File: config.mk
export PLATFORM = sky130hd
export DESIGN_NAME = hs_burst_src
export DESIGN_NICKNAME = d
export VERILOG_FILES = /design/src/rtl/hs_pkg.sv /design/src/rtl/hs_lfsr8.sv /design/src/rtl/hs_burst_src.sv
export SDC_FILE = /design/constraint.sdc
export NUM_CORES = 1
export LEC_CHECK = 0
export ABC_CLOCK_PERIOD_IN_PS = 2700
export CAP_MARGIN = 20
export CORE_UTILIZATION = 35
export DETAILED_ROUTE_END_ITERATION = 6
export SYNTH_ARGS = -nofsm -noshare
export SYNTH_HDL_FRONTEND = slang
export SYNTH_SLANG_ARGS = --single-unit
File: constraint.sdc
create_clock -name clk -period 2.7 [get_ports clk]
set_input_delay 0.405 -clock clk [delete_from_list [all_inputs] [get_ports clk]]
set_output_delay 0.405 -clock clk [all_outputs]
set_load 0.01 [all_outputs]
File: src/rtl/hs_pkg.sv
// ---------------------------------------------------------------------------
// hs_pkg : shared types and constants for the valid/ready byte-handshake bus
// Rev 1.0
// ---------------------------------------------------------------------------
`default_nettype none

package hs_pkg;

  typedef enum logic [0:0] {
    IDLE = 1'b0,
    SEND = 1'b1
  } state_t;

  localparam int          DATA_W_DEF    = 8;
  localparam int          LEN_W_DEF     = 8;
  localparam logic [7:0]  LFSR_SEED_DEF = 8'hA5;
  // Right-shifting Galois form of x^8+x^6+x^5+x^4+1
  localparam logic [7:0]  LFSR_TAPS     = 8'hB8;

  function automatic logic [7:0] lfsr8_next(input logic [7:0] cur);
    lfsr8_next = cur[0] ? ((cur >> 1) ^ LFSR_TAPS) : (cur >> 1);
  endfunction

endpackage

`default_nettype wire

File: src/rtl/hs_lfsr8.sv
// ---------------------------------------------------------------------------
// hs_lfsr8 : 8-bit Galois LFSR with synchronous seed load
// Rev 1.0
// ---------------------------------------------------------------------------
`default_nettype none

module hs_lfsr8
  import hs_pkg::*;
(
  input  logic       clk,
  input  logic       rst,
  input  logic       enable,
  input  logic       load,
  input  logic [7:0] seed,
  output logic [7:0] q
);

  always_ff @(posedge clk) begin
    if (rst || load) begin
      q <= seed;
    end else if (enable) begin
      q <= lfsr8_next(q);
    end
  end

endmodule

`default_nettype wire

File: src/rtl/hs_burst_src.sv
// ---------------------------------------------------------------------------
// hs_burst_src : programmed-burst valid/ready source with optional LFSR bubbles
// Rev 1.0
// ---------------------------------------------------------------------------
`default_nettype none

module hs_burst_src
  import hs_pkg::*;
#(
  parameter int         DATA_W    = DATA_W_DEF,
  parameter int         LEN_W     = LEN_W_DEF,
  parameter logic [7:0] LFSR_SEED = LFSR_SEED_DEF
) (
  input  logic              clk,
  input  logic              rst,
  input  logic              start_i,
  input  logic [LEN_W-1:0]  len_i,
  input  logic [DATA_W-1:0] base_i,
  input  logic [DATA_W-1:0] step_i,
  input  logic              bubble_en_i,
  output logic              busy_o,
  output logic              done_o,
  output logic [LEN_W-1:0]  sent_cnt_o,
  output logic              valid_post_o,
  output logic [DATA_W-1:0] data_post_o,
  input  logic              ready_post_i
);

  state_t              r_state, w_state_nxt;
  logic [LEN_W-1:0]    r_rem, w_rem_nxt, w_rem_after;
  logic [LEN_W-1:0]    r_sent, w_sent_nxt;
  logic [DATA_W-1:0]   r_next, w_next_nxt;
  logic [DATA_W-1:0]   r_step, w_step_nxt;
  logic [DATA_W-1:0]   r_data, w_data_nxt;
  logic                r_bub, w_bub_nxt;
  logic                r_valid, w_valid_nxt;
  logic                r_done, w_done_nxt;
  logic [7:0]          w_lfsr;
  logic                w_xfer, w_start_ok, w_bubble;

  assign w_xfer     = r_valid && ready_post_i;
  assign w_start_ok = (r_state == IDLE) && start_i;
  // A healthy LFSR is never zero, so the reduction term only guards a stuck register
  assign w_bubble   = r_bub && w_lfsr[0] && (|w_lfsr);

  hs_lfsr8 u_lfsr (
    .clk    (clk),
    .rst    (rst),
    .enable (r_state == SEND),
    .load   (w_start_ok),
    .seed   (LFSR_SEED),
    .q      (w_lfsr)
  );

  always_comb begin
    w_state_nxt = r_state;
    w_rem_nxt   = r_rem;
    w_sent_nxt  = r_sent;
    w_next_nxt  = r_next;
    w_step_nxt  = r_step;
    w_data_nxt  = r_data;
    w_bub_nxt   = r_bub;
    w_valid_nxt = r_valid;
    w_done_nxt  = 1'b0;
    w_rem_after = r_rem - {{(LEN_W-1){1'b0}}, w_xfer};
    case (r_state)
      IDLE: begin
        if (start_i) begin
          w_sent_nxt = '0;
          if (len_i == '0) begin
            w_done_nxt = 1'b1;
          end else begin
            w_state_nxt = SEND;
            w_rem_nxt   = len_i;
            w_step_nxt  = step_i;
            w_bub_nxt   = bubble_en_i;
            // The freshly seeded LFSR governs whether the first beat launches now
            if (!(bubble_en_i && LFSR_SEED[0])) begin
              w_valid_nxt = 1'b1;
              w_data_nxt  = base_i;
              w_next_nxt  = base_i + step_i;
            end else begin
              w_valid_nxt = 1'b0;
              w_next_nxt  = base_i;
            end
          end
        end
      end
      SEND: begin
        w_rem_nxt = w_rem_after;
        if (w_xfer) begin
          w_sent_nxt = r_sent + 1'b1;
        end
        if (w_xfer && (w_rem_after == '0)) begin
          w_state_nxt = IDLE;
          w_valid_nxt = 1'b0;
          w_done_nxt  = 1'b1;
        end else if (!r_valid || w_xfer) begin
          w_valid_nxt = (w_rem_after != '0) && !w_bubble;
          if (w_valid_nxt) begin
            w_data_nxt = r_next;
            w_next_nxt = r_next + r_step;
          end
        end
      end
      default: w_state_nxt = IDLE;
    endcase
  end

  always_ff @(posedge clk) begin
    if (rst) begin
      r_state <= IDLE;
      r_rem   <= '0;
      r_sent  <= '0;
      r_next  <= '0;
      r_step  <= '0;
      r_data  <= '0;
      r_bub   <= 1'b0;
      r_valid <= 1'b0;
      r_done  <= 1'b0;
    end else begin
      r_state <= w_state_nxt;
      r_rem   <= w_rem_nxt;
      r_sent  <= w_sent_nxt;
      r_next  <= w_next_nxt;
      r_step  <= w_step_nxt;
      r_data  <= w_data_nxt;
      r_bub   <= w_bub_nxt;
      r_valid <= w_valid_nxt;
      r_done  <= w_done_nxt;
    end
  end

  assign busy_o       = (r_state == SEND);
  assign done_o       = r_done;
  assign sent_cnt_o   = r_sent;
  assign valid_post_o = r_valid;
  assign data_post_o  = r_data;

endmodule

`default_nettype wire

* Yosys cells after proc, flatten, opt, wreduce, memory -nomap -nowiden
Index checks and enable logic that the tools add are counted.
Widths: inputs -> output; s select.
** Cells by class
- Add/subtract/negate cells :: 4
- Eq/ne operators :: 8
- Multiplexer cells :: 35
- Bitwise logic cells :: 3
- Reductions and logical operators :: 20
** Operators with widths (number)
- $mux 8 :: 17
- $pmux 8 s2 :: 4
- $add 8x8->8 :: 2
- $logic_not 8->1 :: 2
- $mux 1 :: 11
- $add 8x1->8 const B :: 1
- $ne 2x2->1 const B :: 4
- $reduce_bool 8->1 :: 1
- $reduce_or 8->1 :: 1
- $sub 8x1->8 :: 1
- $logic_and 1x1->1 :: 6
- $ne 2x1->1 const B :: 3
- $pmux 1 s2 :: 3
- $reduce_and 3->1 :: 2
- $reduce_and 6->1 :: 1
- $reduce_and 5->1 :: 1
- $not 3->4 :: 1
- $reduce_and 2->1 :: 2
- $ne 3x1->1 const B :: 1
- $logic_not 1->1 :: 2
- $logic_or 1x1->1 :: 2
- $not 1->1 :: 2
** Word-level totals
- Register bits after elaboration :: 52
- Input port bits :: 29
- Output and inout port bits :: 19
- Word-level logic and storage cells :: 80

* Logic depth before layout (Yosys ltp)
Gate-level depths: netlist of run 1.
- Depth in word-level cells :: 8
- Depth in mapped cells :: 12
- Mapped depth without buffers :: 10

* Hierarchy
Synthesis of run 1 repeated with hierarchy kept, for this count alone.
** Unflattened totals
- Cells, all modules :: 374
- Area total of the unflattened synthesis :: 3160.5 µm²
** By module, submodules not included
- hs_burst_src :: instances 1, cells an instance 353, area an instance 2785.2 µm², seq. area each 880.8 µm²
- hs_lfsr8 :: instances 1, cells an instance 21, area an instance 375.4 µm², seq. area each 240.2 µm²

* Least setup slack after synthesis of run 1
No wires, ideal clock.
- Kind :: reg2reg
- From :: reg r_valid, in the netlist valid_post_o
- To :: reg r_data[6], in the netlist data_post_o[6]
- Setup time :: 79 ps
- Data arrival time :: 2415 ps
- Data required time :: 2621 ps
- Setup slack :: 206 ps
- Stages on the path, launching flop included :: 13
- Path buffers :: 2
- Clock period less this slack :: 2494 ps
- Cell sequence :: dfxtp_1 > and2_1 > ha_1 > ha_1 > nor3b_4 > mux2i_1 > and4_4 > a2111oi_4 > a21o_1 > buf_6 > buf_12 > nor2_1 > a211oi_2
** On the way
- Longest elaborated chain between the ends :: 6
- Elaborated cells between the ends (all ways) :: 12
- Classes of those cells :: add/sub (1); eq/ne (3); reduce/logical (8)
** RTL lines
- start, declared :: line hs_burst_src.sv:36 : logic r_valid, w_valid_nxt;
- start signal, assigned :: line hs_burst_src.sv:129 : r_valid <= w_valid_nxt;
- $logic_and 1x1->1 :: line hs_burst_src.sv:41 : assign w_xfer = r_valid && ready_post_i;
- $sub 8x1->8 :: line hs_burst_src.sv:65 : w_rem_after = r_rem - {{(LEN_W-1){1'b0}}, w_xfer};
- $reduce_bool 8->1 or $logic_not 8->1 (tied branches) :: line hs_burst_src.sv:99, hs_burst_src.sv:94
- $logic_and 1x1->1 (on tied branches) :: line hs_burst_src.sv:99, hs_burst_src.sv:94
- $ne 2x1->1 (no source line) or $ne 2x2->1 (tied branches)
- $reduce_and 6->1 (no source line) *
- end signal, assigned :: line hs_burst_src.sv:127 : r_data <= w_data_nxt;
- end, declared :: line hs_burst_src.sv:34 : logic [DATA_W-1:0] r_data, w_data_nxt;
Mark *: on every way between the ends. The rest lies on a longest branch, timed or not.
A chain may end at the register's enable or synchronous reset.

* Worst setup path in the final report of run 1
- From :: in base_i[0]
- To :: reg r_next[6]
** On the way
- Longest elaborated chain between the ends :: 5
** RTL lines
- start, declared :: line hs_burst_src.sv:18 : input logic [DATA_W-1:0] base_i,
- $add 8x8->8 :: line hs_burst_src.sv:81 : w_next_nxt = base_i + step_i;
- $mux 8 :: line hs_burst_src.sv:78 : if (!(bubble_en_i && LFSR_SEED[0])) begin
- $mux 8 :: line hs_burst_src.sv:70 : if (len_i == '0) begin
- $mux 8 :: line hs_burst_src.sv:68 : if (start_i) begin
- $pmux 8 s2 :: line hs_burst_src.sv:66 : case (r_state)
- end signal, assigned :: line hs_burst_src.sv:125 : r_next <= w_next_nxt;
- end, declared :: line hs_burst_src.sv:32 : logic [DATA_W-1:0] r_next, w_next_nxt;
Every way passes these cells. The select of a mux whose other input is x is not followed.

==> reports/results.ini, run 1 <==
[job]
cap_viol_max_count = 0

[yosys]
yosysMostFrequentCell = nor2_1
ys_seq_elements = 52
syn_nets = 412
ys_warn_count = 0
synth_edf_count = 0
ys_types = 49
synthTopCellsByCount = nor2_1 (55), dfxtp_1 (52), mux2i_1 (28)
ys.flop_type = dfxtp_1
synth_area_leaders = dfxtp_1 (34%), mux2i_1 (9.0%), ha_1 (7.3%)
yosys.area.top_type = dfxtp_1
syn_avg_cell_area_um2 = 8.55
synthCells = 363
async_flop_share_pct = 0
syn_area_mm2 = 0.00310
ys_seq_area_share_pct = 33.5
yosysTopAreaCellShare_pct = 33.5

[detailed_routing]
wire_per_inst_um = 13.9
via_per_inst = 5.19
ant_nets = 0
wl_mm = 7.41
drc = 0
vias = 2772
dr.pass1.iters = 5
initialDrtViolationCount = 127

[power_and_ir_drop]
p_int_mw = 1.41
max-vdd-ir-drop_mv = 0.228
swShare_pct = 30.0
combPwrFrac_pct = 29.0
power_density_mw_per_mm2 = 503
pwr-share-clk_pct = 27.3
finalPower_mw = 2.02
p_leak_nw = 1.62
power.switching_mw = 0.606
power.share.sequential_pct = 43.8

[clocking]
clkTransAtPathRegs_ns = 0.10
clk_root_buffer_cell = clkbuf_8
numCtsBuffers = 5
h-tree-depth = 2
cts_hold_buf = 0
cts_sinks = 52
insertion_delay_ns = 0.31
clk_path_buf_depth = 2
cts_tree = done

[setup_path]
reg2reg_depth = 10
cp-end-kind = flop
worstPathMaxFanout = 2
start_kind = primary input
crit_required_ns = 2.93
critical_path_class = primary input to flop
critical_path_arrival_ns = 2.64

[worst_hold_path]
hold_path_depth = 2
hp-class = flop to flop

[sta]
finalSetupViolations = 0
drv_slew = 0
max_slew_margin_pct = 70.1
finClkSkew_ns = 0.0103
final-hold-violation-count = 0
fin_crit_sh_pct = 89.1
worst_pin_slew_ns = 0.446
grt_setup_unrepaired = false
fmaxAchievable_mhz = 416
fin_tns_setup_ns = 0
finalCriticalPeriod_ns = 2.40

[outcome]
outcome = finished, final reports clean

[placed_design]
place.gp.congestion = 0.854
io_buffers = 47
dp_hpwl_mm = 5.62

[global_routing]
grt_use_met2_pct = 26.7
met3_usage_pct = 3.16
grt_pass1_vias = 2577
track_usage_pct = 17.0
grt_pass1_wl_mm = 12.3
grt_max_degree = 28
antenna_found_initial = 0
met1_usage_pct = 24.1
busiest_layer = met2
overflow = 0

[finish]
drive_gt1_share_pct = 13.8
antenna_cells = 0
multiInputGateArea_mm2 = 0.00195
final_net_count = 477
area_delta_synth_final_pct = 29.4
final-seq-area_mm2 = 0.00104
fill_cells = 803

[floorplanning]
core_mm2 = 0.00838
die_height_um = 96.2
initial_utilization_pct = 37.0
die_x_um = 96.2
fp-row-count = 33
io_pins = 48
dieArea_mm2 = 0.00925

layout make-up:
cell class	count	area share (%)
clock buffer	6	1.81
clock inverter	2	0.966
inverter	14	1.31
multi-input combinational	275	48.4
sequential	52	26.0
tap	105	3.27
timing repair buffer	80	18.3
power by group through the flow:
stage               Sequential (mW)  Clock [mW]  Combinational [mW]
finish                        0.883       0.550               0.585
global route                  0.893       0.592               0.648
CTS                           0.882       0.560               0.574
detailed placement            0.900           0               0.569
global placement              0.898           0               0.561
floorplan                     0.891           0               0.365
flip-flops by register name, summed over array words and instances, names as in the netlist:
name,flops
busy_o,1
data_post_o,8
done_o,1
r_bub,1
r_next,8
r_rem,8
r_step,8
sent_cnt_o,8
u_lfsr.q,8
valid_post_o,1
routing by layer:
layer	share of wire (%)	wire length (µm)	vias to the layer above
met3	3.4	253	2
li1	-	-	1427
met4	0.47	35	0
met2	44	3270	58
met5	0	0	-
met1	52	3850	1285
timing repair:
action,in CTS,in global routing
endpoints found under the setup margin,5,16
pin swaps,0,1
endpoints found under the hold margin,0,0
buffers inserted,0,1
gates resized for setup,3,7
worst max-delay path: stages:
cell,delay [ns]
clkdlybuf4s50_1,0.49
ha_1,0.20
inv_1,0.06
fa_1,0.39
nor2b_1,0.16
o31a_1,0.19
o21a_1,0.15
nor3_1,0.05
o31ai_1,0.21
mux2i_1,0.12
a211oi_1,0.22
kinds of logic after synthesis:
family / synth area share, %
and+or+nand+nor: 18.8
buffers and inverters: 5.36
xor gates and xnor gates: 4.51
AOI/OAI and AO/OA: 19.9
adders and majority gates: 8.55
muxes: 9.39
DFF: 33.5
metrics by stage:
stage / worst slack [ns] / instances / hold WS, ns / util, % / area, µm²
4_1_cts: -0.0158 / 533 / 0.488 / 47.4 / 3970
3_3_place_gp: -0.265 / 525 / 0.454 / 45.9 / 3850
6_report: 0.295 / 534 / 0.487 / 47.9 / 4020
3_5_place_dp: -0.338 / 525 / 0.461 / 45.9 / 3850
5_1_grt: 0.145 / 534 / 0.507 / 47.9 / 4020
2_1_floorplan: 0.206 / 363 / 0.441 / - / 3100
path summary, 6_finish.rpt:
kind	endpoint	slack [ns]	from
min	u_lfsr.q[2]	0.49	u_lfsr.q[3]
min reg2reg	u_lfsr.q[2]	0.49	u_lfsr.q[3]
max reg2reg	r_next[1]	0.36	valid_post_o
max	r_next[6]	0.30	base_i[0]
cell usage in the layout (no fill, tap or decap), types with 2 or more instances in the layout:
cell / Yosys / layout
o211ai_1: 3 / 3
and2_1: 3 / 2
or2_2: 3 / 3
nor2_1: 55 / 54
xnor2_1: 10 / 10
fa_1: 2 / 2
nand4_1: 2 / 2
a211oi_1: 20 / 17
or3_1: 2 / 2
nand3_1: 5 / 5
inv_1: 14 / 14
nor4_1: 4 / 4
a21o_1: 4 / 4
nand2_1: 20 / 20
and3_1: 3 / 3
o31ai_1: 2 / 2
clkbuf_8: 0 / 5
buf_4: 0 / 32
nor3b_1: 2 / 2
nor3_1: 11 / 11
a22oi_1: 2 / 2
dfxtp_1: 52 / 51
o31a_1: 2 / 2
mux2i_1: 28 / 28
ha_1: 18 / 17
clkdlybuf4s50_1: 0 / 46
o21a_1: 4 / 4
o21ai_0: 15 / 15
a222oi_1: 4 / 4
a211oi_2: 1 / 4
nor2b_1: 4 / 4
a21oi_1: 25 / 25
xor2_1: 6 / 5
No activity file was read; power rests on OpenSTA's default activity.
==> run 2: changes to the inputs <==
- ABC_CLOCK_PERIOD_IN_PS: 2700 -> unset
- CTS_CLUSTER_DIAMETER: unset -> 200
==> results of run 2 <==
No change in the layout: final DEF, timing and power equal those of run 1.
==> run 3: changes to the inputs <==
- DONT_BUFFER_PORTS: unset -> 1
==> run 3 against run 2 <==
Net effect:
- clock power fell by 16%
- worst hold slack got worse by 0.34 ns
- sequential power rose by 0.8%
- utilization fell by 8.6 points
- routed wire length fell by 3.3%
- flip-flop and latch count did not move
- global-route usage fell by 0.61 points
- cell count fell by 13%
- critical endpoint is now data_post_o[6]
==> reports/results.ini, run 3 (same netlist as run 1, synthesis figures left out) <==
[floorplanning]
dieArea_mm2 = 0.00925  ; unchanged
initial_utilization_pct = 37.0  ; unchanged
core_mm2 = 0.00838  ; unchanged
fp-row-count = 33  ; unchanged
die_height_um = 96.2  ; unchanged
io_pins = 48  ; unchanged
die_x_um = 96.2  ; unchanged

[detailed_routing]
ant_nets = 0  ; unchanged
initialDrtViolationCount = 147  ; was 127
dr.pass1.iters = 7  ; was 5
met2WireLength_mm = 3.15  ; was 3.27 mm
wl_met1_mm = 3.31  ; was 3.85 mm
topRoutingLayerUsed = met4  ; unchanged
vias = 2516  ; was 2772
via_per_inst = 5.45  ; was 5.19
met3WireLength_um = 585  ; was 253 µm
wl_mm = 7.16  ; was 7.41 mm
drc = 0  ; unchanged
wire_per_inst_um = 15.5  ; was 13.9 µm

[power_and_ir_drop]
p_leak_nw = 1.29  ; was 1.62 nW
power_density_mw_per_mm2 = 537  ; was 503 mW/mm²
max-vdd-ir-drop_mv = 0.206  ; was 0.228 mV

[sta]
finalCriticalPeriod_ns = 2.44  ; was 2.40 ns
fin_tns_setup_ns = 0  ; unchanged
drv_slew = 0  ; unchanged
finalSetupViolations = 0  ; unchanged
worst_pin_slew_ns = 0.404  ; was 0.446 ns
finClkSkew_ns = 0.0104  ; was 0.0103 ns
fmaxAchievable_mhz = 410  ; was 416 MHz
fin_crit_sh_pct = 90.3  ; was 89.1%
holdWs_ns = 0.144  ; was 0.487 ns
max_slew_margin_pct = 72.8  ; was 70.1%
setup_slack_ns = 0.261  ; was 0.295 ns
grt_setup_unrepaired = false  ; unchanged
final-hold-violation-count = 0  ; unchanged

[setup_path]
cp_cell_sequence = and2_1 > ha_1 > ha_1 > xor2_1 > nor4_1 > and4_4 > a2111oi_4 > a21o_1 > buf_12 > nor2_1 > a211oi_2  ; was clkdlybuf4s50_1 > ha_1 > inv_1 > fa_1 > nor2b_1 > o31a_1 > o21a_1 > nor3_1 > o31ai_1 > mux2i_1 > a211oi_1
cp_num_cells = 11  ; unchanged
slowest_delay_ns = 0.37  ; was 0.49 ns
worst_path_max_delay_cell = a2111oi_4  ; was clkdlybuf4s50_1
reg2reg_slack_ns = 0.26  ; was 0.36 ns
r2r-end = data_post_o[6]  ; was r_next[1]
critical_path_class = flop to flop  ; was primary input to flop
reg2reg_depth = 11  ; was 10
cp_top_family = compound AO/OA/AOI/OAI gates  ; unchanged
cp-end-kind = flop  ; unchanged
crit_required_ns = 2.93  ; about the same
cp_common_cell = ha_1
reg2reg_from = valid_post_o  ; unchanged
worstPathMaxFanout = 17  ; was 2
start_kind = flop  ; was primary input
critPathBufInv = 1  ; was 2
critical_path_arrival_ns = 2.67  ; was 2.64 ns

[finish]
antenna_cells = 0  ; unchanged
layout_common_cells = nor2_1 (54), dfxtp_1 (51), mux2i_1 (28)  ; was nor2_1 (54), dfxtp_1 (51), clkdlybuf4s50_1 (46)
area_delta_synth_final_pct = 6.09  ; was 29.4%
fin_area_mm2 = 0.00329  ; was 0.00402 mm²
drive_gt1_share_pct = 8.12  ; was 13.8%
layout_commonest_cell = nor2_1  ; unchanged
finish.utilization_pct = 39.3  ; was 47.9%
final_net_count = 405  ; was 477

[global_routing]
grt_pass1_wl_mm = 11.6  ; was 12.3 mm
track_usage_pct = 16.4  ; was 17.0%
overflow = 0  ; unchanged
antenna_found_initial = 0  ; unchanged
grt_max_degree = 44  ; was 28
grt_pass1_vias = 2338  ; was 2577

[outcome]
outcome = finished, final reports clean  ; unchanged

[placed_design]
place.gp.congestion = 0.906  ; was 0.854
dp_hpwl_mm = 5.42  ; was 5.62 mm
io_buffers = 0  ; was 47
place_area_mm2 = 0.00320  ; was 0.00385 mm²
dp_slack_ns = 0.0602  ; was -0.338 ns

[worst_hold_path]
min-delay-start = rst  ; was u_lfsr.q[3]
hp-class = primary input to flop  ; was flop to flop
whs_endpoint = sent_cnt_o[2]  ; was u_lfsr.q[2]
hold_path_depth = 1  ; was 2

[clocking]
cts_hold_buf = 0  ; unchanged
cts_tree = done  ; unchanged
numCtsBuffers = 5  ; unchanged
clk_root_buffer_cell = clkbuf_8  ; unchanged
clk_path_buf_depth = 2  ; unchanged
insertion_delay_ns = 0.31  ; about the same
clkTransAtPathRegs_ns = 0.10  ; about the same
cts_sinks = 52  ; unchanged
h-tree-depth = 2  ; unchanged

[job]
cap_viol_max_count = 0  ; unchanged

## run 3: worst max path at each step
stage,start,end,slack (ns)
2_1_floorplan,valid_post_o,data_post_o[6],0.21
3_3_place_gp,ready_post_i,r_next[1],0.19
3_5_place_dp,ready_post_i,r_next[7],0.06
4_1_cts,valid_post_o,r_next[7],0.16
5_1_grt,valid_post_o,data_post_o[7],0.03
6_report,valid_post_o,data_post_o[6],0.26
## run 3: repair_timing
item                                    CTS  global route
endpoints found under the setup margin    0             5
buffers inserted                          0             0
resized for setup                         0             2
## run 3: per-stage QoR
| step | instances | power [mW] |
|---|---|---|
| final | 462 | 1.77 |
| after CTS | 462 | 1.79 |
| after global placement | 454 | 1.32 |
| after floorplan | 363 | 1.26 |
| after global routing | 462 | 1.88 |
| after detailed placement | 454 | 1.33 |
## run 3: routing by layer
layer	vias to the layer above	GRT usage (%)
li1	1281	-
met1	1168	21.5
met2	57	24.8
met3	10	6.24
met4	0	4.85
met5	-	0
## run 3: final cells by class
cell class / count / area, µm²
well taps: 105 / 131
repair buffers: 8 / 72.6
multi-input cells: 275 / 1900
flip-flops and latches: 52 / 1040
clock buffers: 5 / 68.8
fillers: 864 / 5090
clock inverters: 3 / 23.8
inverters: 14 / 52.6
## run 3: where the power goes
part           internal, mW  switching [mW]
Sequential            0.827          0.0626
Combinational         0.197           0.220
Clock                 0.184           0.278
